<file path="config.mk">
export PLATFORM = sky130hd
export DESIGN_NAME = reg_hist_display
export DESIGN_NICKNAME = d
export VERILOG_FILES = /design/src/rtl/reg_hist_display.sv
export SDC_FILE = /design/constraint.sdc
export NUM_CORES = 1
export LEC_CHECK = 0
export ABC_AREA = 1
export BUFFER_PORTS_ARGS = -buffer_cell sky130_fd_sc_hd__buf_2
export CAP_MARGIN = 15
export CORE_ASPECT_RATIO = 1.4
export CORE_MARGIN = 4
export CORE_UTILIZATION = 55
export CTS_CLUSTER_SIZE = 14
export DETAILED_ROUTE_END_ITERATION = 6
export GPL_TIMING_DRIVEN = 0
export PLACE_DENSITY = 0.74
export SYNTH_ARGS = -nofsm -noshare
export SYNTH_HDL_FRONTEND = slang
export SYNTH_SLANG_ARGS = --single-unit
</file>
<file path="constraint.sdc">
create_clock -name clk -period 4.25 [get_ports clk]
set_clock_uncertainty 0.2 [all_clocks]
set_input_delay 0.425 -clock clk [delete_from_list [all_inputs] [get_ports clk]]
set_output_delay 0.425 -clock clk [all_outputs]
set_load 0.02 [all_outputs]
</file>
<file path="src/rtl/reg_hist_display.sv">
// rtl/reg_hist_display.sv - capture history of the D-register output and scan it onto a 4-digit seven-segment display
// Optional build macro: DUP_SUPPRESS_EN (ignore a capture that repeats the newest entry)
module reg_hist_display #(
    parameter int REFRESH_DIV = 100000
) (
    input  logic       clk,
    input  logic       clr,
    input  logic [3:0] d_in,
    input  logic       cap,
    output logic [6:0] seg,
    output logic       dp,
    output logic [3:0] an,
    output logic [2:0] hist_cnt
);

    localparam int DIV_W = (REFRESH_DIV > 1) ? $clog2(REFRESH_DIV) : 1;
    localparam logic [DIV_W-1:0] DIV_LAST = DIV_W'(REFRESH_DIV - 1);

    localparam logic [6:0] SEG_BLANK = 7'b1111111;
    localparam logic [3:0] AN_OFF    = 4'b1111;

    typedef enum logic [1:0] {
        SCAN0 = 2'd0,
        SCAN1 = 2'd1,
        SCAN2 = 2'd2,
        SCAN3 = 2'd3
    } scan_t;

    scan_t            state;
    scan_t            state_nxt;
    logic [DIV_W-1:0] div;
    logic             tick;
    logic             do_cap;

    logic [3:0] h0;
    logic [3:0] h1;
    logic [3:0] h2;
    logic [3:0] h3;

    logic [1:0] digit_idx;
    logic [3:0] digit_val;
    logic       digit_lit;
    logic [6:0] seg_nxt;
    logic [3:0] an_nxt;
    logic       dp_nxt;

    // Active-low hex decode, bit order {g,f,e,d,c,b,a}; every nibble has a glyph.
    function automatic logic [6:0] hex7(input logic [3:0] v);
        logic [6:0] s;
        case (v)
            4'h0: s = 7'b1000000;
            4'h1: s = 7'b1111001;
            4'h2: s = 7'b0100100;
            4'h3: s = 7'b0110000;
            4'h4: s = 7'b0011001;
            4'h5: s = 7'b0010010;
            4'h6: s = 7'b0000010;
            4'h7: s = 7'b1111000;
            4'h8: s = 7'b0000000;
            4'h9: s = 7'b0010000;
            4'hA: s = 7'b0001000;
            4'hB: s = 7'b0000011;
            4'hC: s = 7'b1000110;
            4'hD: s = 7'b0100001;
            4'hE: s = 7'b0000110;
            4'hF: s = 7'b0001110;
            default: s = SEG_BLANK;
        endcase
        return s;
    endfunction

    assign tick = (div == DIV_LAST);

`ifdef DUP_SUPPRESS_EN
    // A repeat of the newest value is dropped, but an empty history always accepts.
    assign do_cap = cap && !((hist_cnt != 3'd0) && (d_in == h0));
`else
    assign do_cap = cap;
`endif

    // Refresh divider: one tick per digit slot, wrapping at REFRESH_DIV-1.
    always_ff @(posedge clk or posedge clr) begin
        if (clr) begin
            div <= '0;
        end else if (tick) begin
            div <= '0;
        end else begin
            div <= div + 1'b1;
        end
    end

    // Scan state register.
    always_ff @(posedge clk or posedge clr) begin
        if (clr) begin
            state <= SCAN0;
        end else begin
            state <= state_nxt;
        end
    end

    // Scan next-state plus the digit image for the current slot.
    always_comb begin
        state_nxt = state;
        digit_idx = 2'd0;
        digit_val = 4'h0;
        digit_lit = 1'b0;
        seg_nxt   = SEG_BLANK;
        an_nxt    = AN_OFF;
        dp_nxt    = 1'b1;

        case (state)
            SCAN0: begin
                digit_idx = 2'd0;
                digit_val = h0;
                if (tick) state_nxt = SCAN1;
            end
            SCAN1: begin
                digit_idx = 2'd1;
                digit_val = h1;
                if (tick) state_nxt = SCAN2;
            end
            SCAN2: begin
                digit_idx = 2'd2;
                digit_val = h2;
                if (tick) state_nxt = SCAN3;
            end
            SCAN3: begin
                digit_idx = 2'd3;
                digit_val = h3;
                if (tick) state_nxt = SCAN0;
            end
            default: begin
                state_nxt = SCAN0;
            end
        endcase

        // Only slots already holding a captured value are lit.
        digit_lit = ({1'b0, digit_idx} < hist_cnt);

        if (digit_lit) begin
            seg_nxt = hex7(digit_val);
            an_nxt  = ~(4'b0001 << digit_idx);
            dp_nxt  = (digit_idx != 2'd0);
        end
    end

    // History shift register: newest in h0, oldest falls off h3 when full.
    always_ff @(posedge clk or posedge clr) begin
        if (clr) begin
            h0 <= 4'h0;
            h1 <= 4'h0;
            h2 <= 4'h0;
            h3 <= 4'h0;
        end else if (do_cap) begin
            h3 <= h2;
            h2 <= h1;
            h1 <= h0;
            h0 <= d_in;
        end
    end

    // Valid-entry count, saturating at four.
    always_ff @(posedge clk or posedge clr) begin
        if (clr) begin
            hist_cnt <= 3'd0;
        end else if (do_cap && (hist_cnt != 3'd4)) begin
            hist_cnt <= hist_cnt + 3'd1;
        end
    end

    // Registered pin drivers, one cycle behind the scan state and history.
    always_ff @(posedge clk or posedge clr) begin
        if (clr) begin
            seg <= SEG_BLANK;
            an  <= AN_OFF;
            dp  <= 1'b1;
        end else begin
            seg <= seg_nxt;
            an  <= an_nxt;
            dp  <= dp_nxt;
        end
    end

endmodule

</file>
======== After elaboration in Yosys (flattened, before gate mapping) ========
Memory sizes are Yosys's and may differ from the RTL's.
Cells that the tools add are included.
storage, ports and cells
  register bits after elaboration ......... 50
  bits in read-only memories .............. 112
  input bits .............................. 7
  output and inout bits ................... 15
  logic and storage cells ................. 40
  memories kept ........................... 1
cells by class
  add/sub/neg operators ................... 2
  $lt $le $gt $ge ......................... 1
  equality and inequality tests ........... 9
  shift operators ......................... 1
  mux-type cells .......................... 11
  bitwise operators ....................... 1
  reduce and logical (&&, ||, !) cells .... 4
memories
  memory            words  bits a word  rd ports  clocked after memory_dff  wr ports  RTL line  RTL
  (name not given)  16     7            1         0                         0         50        case (v)
operators by type and width
  cell                                                 number
  adder 17 x 1 -> 17 bit, second input constant        1
  equality test 17 bit, second input constant          1
  two-way mux 17 bit                                   1
  one-hot mux 2 bit (4 select lines)                   2
  one-hot mux 4 bit (4 select lines)                   1
  two-way mux 2 bit                                    4
  != test 2 bit, second input constant                 4
  two-way mux 7 bit                                    1
  equality test 2 bit, second input constant           2
  two-way mux 4 bit                                    1
  NOT 4 bit                                            1
  AND reduction 4 bit                                  1
  left shift 1 x 2 -> 4 bit, first input constant      1
  adder 3 x 1 -> 3 bit, second input constant          1
  < comparator 2 x 3 -> 1 bit                          1
  != test 3 bit, second input constant                 1
  equality test 2 x 1 -> 1 bit, second input constant  1
  logical NOT 2 bit                                    1
  nonzero test 2 bit                                   1
  logical AND 1 bit                                    1
  two-way mux 1 bit                                    1

======== Logic depth before layout (Yosys ltp) ========
  depth in word-level cells ............... 5
  gate-level depth with buffers ........... 11

======== Worst setup path before layout ========
No wires, ideal clock.
  path kind ............................... register -> register
  start ................................... register state[0]
  end ..................................... register seg[3]
  setup time .............................. 0.062 ns
  data arrival time ....................... 1.772 ns
  setup slack ............................. 2.216 ns
  cell stages (with the launch flop) ...... 12
  buffers on the path ..................... 0
  period minus slack after synthesis ...... 2.034 ns
  cell sequence ........................... dfrtp_1 inv_1 ha_1 inv_4 nand2_1 o21bai_1 ha_1 inv_1 nand3_1 nand3_1 nand2_1 nand2_1
between the ends
  word-level cells in the longest chain between the ends .. 4
ends and longest elaborated chain
  item                                                                                      RTL line  RTL
  from (decl)                                                                               29        scan_t state;
  from (signal assigned)                                                                    97        state <= state_nxt;
  equality test 2 bit (tied with other cells)                                               111       case (state)
  one-hot mux 4 bit (4 select lines) or one-hot mux 2 bit (4 select lines) (tied branches)  111
  memory (16 x 7 bit) or < comparator 2 x 3 -> 1 bit (tied branches)                        --
  two-way mux 7 bit *                                                                       140       if (digit_lit) begin
  named net seg_nxt[3]                                                                      43        logic [6:0] seg_nxt;
  to (signal assigned)                                                                      178       seg <= seg_nxt;
  to (decl)                                                                                 10        output logic [6:0] seg,
Mark *: on every way through the listed nets, which the timed path passes. The rest lies on a longest branch.
A chain may end at the register's enable or synchronous reset.

======== Final worst setup path ========
Same ends and word-level chain as after synthesis.

==> impl_metrics.sql <==
INSERT INTO impl_metrics (metric_group, metric, value, unit) VALUES
('pwr', 'p_leak', '0.00151', 'uW'),
('critical_path', 'reg2reg_depth', '11', ''),
('logic_synthesis', 'synthesis.yosys.warnings', '0', ''),
('cells_and_area', 'layout.area.seq', '1240', 'um2'),
('cts', 'clk_root_buffer_cell', 'sky130_fd_sc_hd__clkbuf_8', ''),
('cts', 'ctsLongestPathBuffers', '2', ''),
('cts', 'clock_latency', '310', 'ps'),
('cts', 'cts-htree-levels', '2', ''),
('sta', 'post-route-min-period', '2310', 'ps'),
('cells_and_area', 'final_common_cell', 'sky130_fd_sc_hd__nand2_1', ''),
('cts', 'tritoncts.num_buffers', '5', ''),
('sta', 'fmax', '432', 'MHz'),
('critical_path', 'worst_path_required_time', '4300', 'ps'),
('cts', 'tritoncts', 'built', ''),
('sta', 'finish_stage_setup_viols', '0', ''),
('placement', 'routabilityCongestion', '0.871', ''),
('sta', 'rsz0062_at_grt', 'no', ''),
('drt', 'wl_per_cell', '11.8', 'um'),
('sta', 'hold_violations', '0', ''),
('drt', 'drt-initial-drc-count', '106', ''),
('global_routing', 'gr-total-overflow', '0', ''),
('die', 'io_pins', '22', ''),
('cells_and_area', 'filler_cell_count', '440', ''),
('cts', 'cts_resized', '0', ''),
('sta', 'fin_tns_setup', '0', 'ps'),
('job', 'maxCapViolCount', '0', ''),
('sta', 'final.hold.worst_slack', '114', 'ps'),
('die', 'die_y', '91.0', 'um'),
('logic_synthesis', 'synth_area_per_cell', '7.95', 'um2'),
('critical_path', 'criticalPathCategory', 'register to register', ''),
('drt', 'num_vias', '2228', ''),
('die', 'num_rows', '29', ''),
('logic_synthesis', 'seq_area_frac_synth', '0.459', ''),
('die', 'dieArea', '6120', 'um2'),
('cells_and_area', 'final_cell_area', '2990', 'um2'),
('logic_synthesis', 'cell_count_after_synthesis', '340', ''),
('placement', 'dp_worst_setup_slack', '1950', 'ps'),
('critical_path', 'r2r_end', 'seg[3]', ''),
('drt', 'post_drt_via_cell_ratio', '5.16', ''),
('logic_synthesis', 'yosys_register_bits', '49', ''),
('logic_synthesis', 'syn-num-nets', '363', ''),
('die', 'chipWidth', '67.3', 'um'),
('pwr', 'vdd.ir_drop.worst', '0.312', 'mV'),
('sta', 'slew_violations', '0', ''),
('global_routing', 'initial_antenna_violation_count', '0', ''),
('drt', 'detail_route.drc_violations', '0', ''),
('global_routing', 'groute.usage.overall', '0.188', ''),
('critical_path', 'critical_path.startpoint_type', 'register', ''),
('placement', 'port_buffers', '20', ''),
('die', 'starting_density_of_the_core', '0.582', ''),
('critical_path', 'timing.critical_path.arrival', '2370', 'ps'),
('outcome', 'run_status', 'finished clean', ''),
('global_routing', 'grt_pass1_vias', '2035', ''),
('cts', 'post-cts-setup-buffers', '0', ''),
('placement', 'place.detailed.hpwl', '3820', 'um'),
('cells_and_area', 'share_of_final_layout_standard_cells_stronger_than_drive_strength_1', '0.173', ''),
('hold_path', 'holdCritPathClass', 'input port to register', ''),
('cells_and_area', 'areaGrowthSynthToFinish', '10.7', '%'),
('drt', 'antenna_left', '0', ''),
('cells_and_area', 'n_antenna_cell', '0', ''),
('logic_synthesis', 'ys_types', '29', ''),
('die', 'core-area', '4640', 'um2'),
('critical_path', 'crit_path_max_fanout', '8', ''),
('cells_and_area', 'final_cell_mix', '94 x sky130_fd_sc_hd__nand2_1, 46 x sky130_fd_sc_hd__inv_1, 38 x sky130_fd_sc_hd__dfrtp_1, 32 x sky130_fd_sc_hd__nor2_1, 27 x sky130_fd_sc_hd__nand3_1', ''),
('critical_path', 'worst-r2r-setup-slack', '1940', 'ps'),
('placement', 'placed_cell_areas', '2900', 'um2'),
('cts', 'clock_sink_count', '49', ''),
('logic_synthesis', 'synth_area', '2700', 'um2'),
('cells_and_area', 'multiInputGateArea', '1240', 'um2'),
('sta', 'tightest_slew', '409', 'ps'),
('critical_path', 'critical_path_capture_point_type', 'register', ''),
('critical_path', 'crit_end', 'seg[3]', ''),
('global_routing', 'grt_pass1_wl', '9010', 'um'),
('cells_and_area', 'num-nets-final', '392', ''),
('cts', 'cts.reportedPaths.clkPinSlew', '90', 'ps'),
('global_routing', 'grt_max_degree', '41', ''),
('pwr', 'power.density', '378', 'nW/um2'),
('critical_path', 'worst_setup_path_startpoint', 'state[0]', ''),
('drt', 'routed_wl', '5090', 'um'),
('sta', 'finalWorstSetupSlack', '1940', 'ps'),
('critical_path', 'critical_path.reg2reg.startpoint', 'state[0]', ''),
('sta', 'final.period_utilization', '0.544', ''),
('drt', 'first_pass_iters', '5', ''),
('sta', 'timing.max_slew.rel_slack', '0.727', '');
[Yosys cell counts]
cell type                  number  area (um2)
sky130_fd_sc_hd__buf_6          1        11.3
sky130_fd_sc_hd__nor2_1        32         120
sky130_fd_sc_hd__a31o_1         1        8.76
sky130_fd_sc_hd__o21ai_0       20         100
sky130_fd_sc_hd__nand2_2        5        31.3
sky130_fd_sc_hd__clkbuf_1       1        3.75
sky130_fd_sc_hd__o21ai_4        1        16.3
sky130_fd_sc_hd__ha_1          16         200
sky130_fd_sc_hd__o21ai_2        2        17.5
sky130_fd_sc_hd__nor2_2         3        18.8
sky130_fd_sc_hd__inv_4          1        6.26
sky130_fd_sc_hd__o21bai_1       1        7.51
sky130_fd_sc_hd__a21oi_2        3        26.3
sky130_fd_sc_hd__a21oi_1        3        15.0
sky130_fd_sc_hd__inv_1         47         176
sky130_fd_sc_hd__buf_4          1        7.51
sky130_fd_sc_hd__or3_1          1        6.26
sky130_fd_sc_hd__dfrtp_1       38         951
sky130_fd_sc_hd__buf_2          2        10.0
sky130_fd_sc_hd__dfstp_2       11         289
sky130_fd_sc_hd__nand4_1        5        31.3
sky130_fd_sc_hd__nor3_1         6        30.0
sky130_fd_sc_hd__nand2_1       94         353
sky130_fd_sc_hd__o21ai_1        3        15.0
sky130_fd_sc_hd__nor3_2         2        20.0
sky130_fd_sc_hd__inv_2          3        11.3
sky130_fd_sc_hd__nand3_1       27         135
sky130_fd_sc_hd__xor2_1         8        70.1
sky130_fd_sc_hd__nand3b_1       2        15.0
[cell families (layout without fill, tap and decap cells)]
kind of cell	after synthesis	in the layout	synth area share
fa+ha+maj	16	16	0.0740
compound gates	34	34	0.0764
xor+xnor	8	8	0.0259
flops	49	49	0.459
buf+inv	56	86	0.0838
simple gates	177	177	0.281
[critical path, stage by stage (launching register included)]
cell and delay [ps]:
sky130_fd_sc_hd__dfrtp_1 440, sky130_fd_sc_hd__inv_1 110, sky130_fd_sc_hd__ha_1 280, sky130_fd_sc_hd__inv_4 130
sky130_fd_sc_hd__nand2_1 80, sky130_fd_sc_hd__o21bai_1 360, sky130_fd_sc_hd__ha_1 310, sky130_fd_sc_hd__inv_1 80
sky130_fd_sc_hd__nand3_1 70, sky130_fd_sc_hd__nand3_1 90, sky130_fd_sc_hd__nand2_1 50, sky130_fd_sc_hd__nand2_1 50
[stage by stage]
step           instances  total power, uW   util
2_1_floorplan        340              793      -
3_3_place_gp         422              866  0.620
3_5_place_dp         423              878  0.625
4_1_cts              432             1150  0.645
5_1_grt              432             1210  0.645
6_report             432             1130  0.645
[what timing repair did]
item / in CTS / in global routing
endpoints found under the setup margin: 0 / 0
hold buffers: 1 / 0
hold endpoints to repair: 9 / 0
[how the worst min path moves through the flow]
stage,startpoint,to,slack (ps),cells after the start
after floorplan,div[0],div[0],230,1
final,d_in[0],h0[0],110,3
after detailed placement,clr,div[2],170,2
after CTS,d_in[0],h0[0],110,3
after global placement,div[0],div[0],250,1
after global routing,d_in[3],h0[3],130,3
[layer usage]
layer  vias up  track usage  share of wire
li1       1118            -              -
met1      1067        0.249           0.46
met2        36        0.297           0.48
met3         7       0.0370          0.036
met4         0       0.0812          0.020
met5         -            0              0
[final cells by class]
cell class / instances / share of cell area
Inverter: 51 / 0.0648
Timing Repair Buffer: 22 / 0.0435
Tap cell: 62 / 0.0259
Sequential cell: 49 / 0.414
Buffer: 5 / 0.0109
Clock inverter: 2 / 0.00334
Multi-Input combinational cell: 235 / 0.413
Clock buffer: 6 / 0.0242
[power breakdown]
group	internal [uW]	switching (uW)	total, uW
clock network	114	152	266
logic	97.4	184	282
registers	549	34.4	584
total	761	371	1130
[sequential cells by signal, indices dropped and copies added (netlist names)]
name,count
h1,4
state,2
div,17
h3,4
an,3
dp,1
hist_cnt,3
h2,4
seg,7
h0,4
No activity file was read; power rests on OpenSTA's default activity.
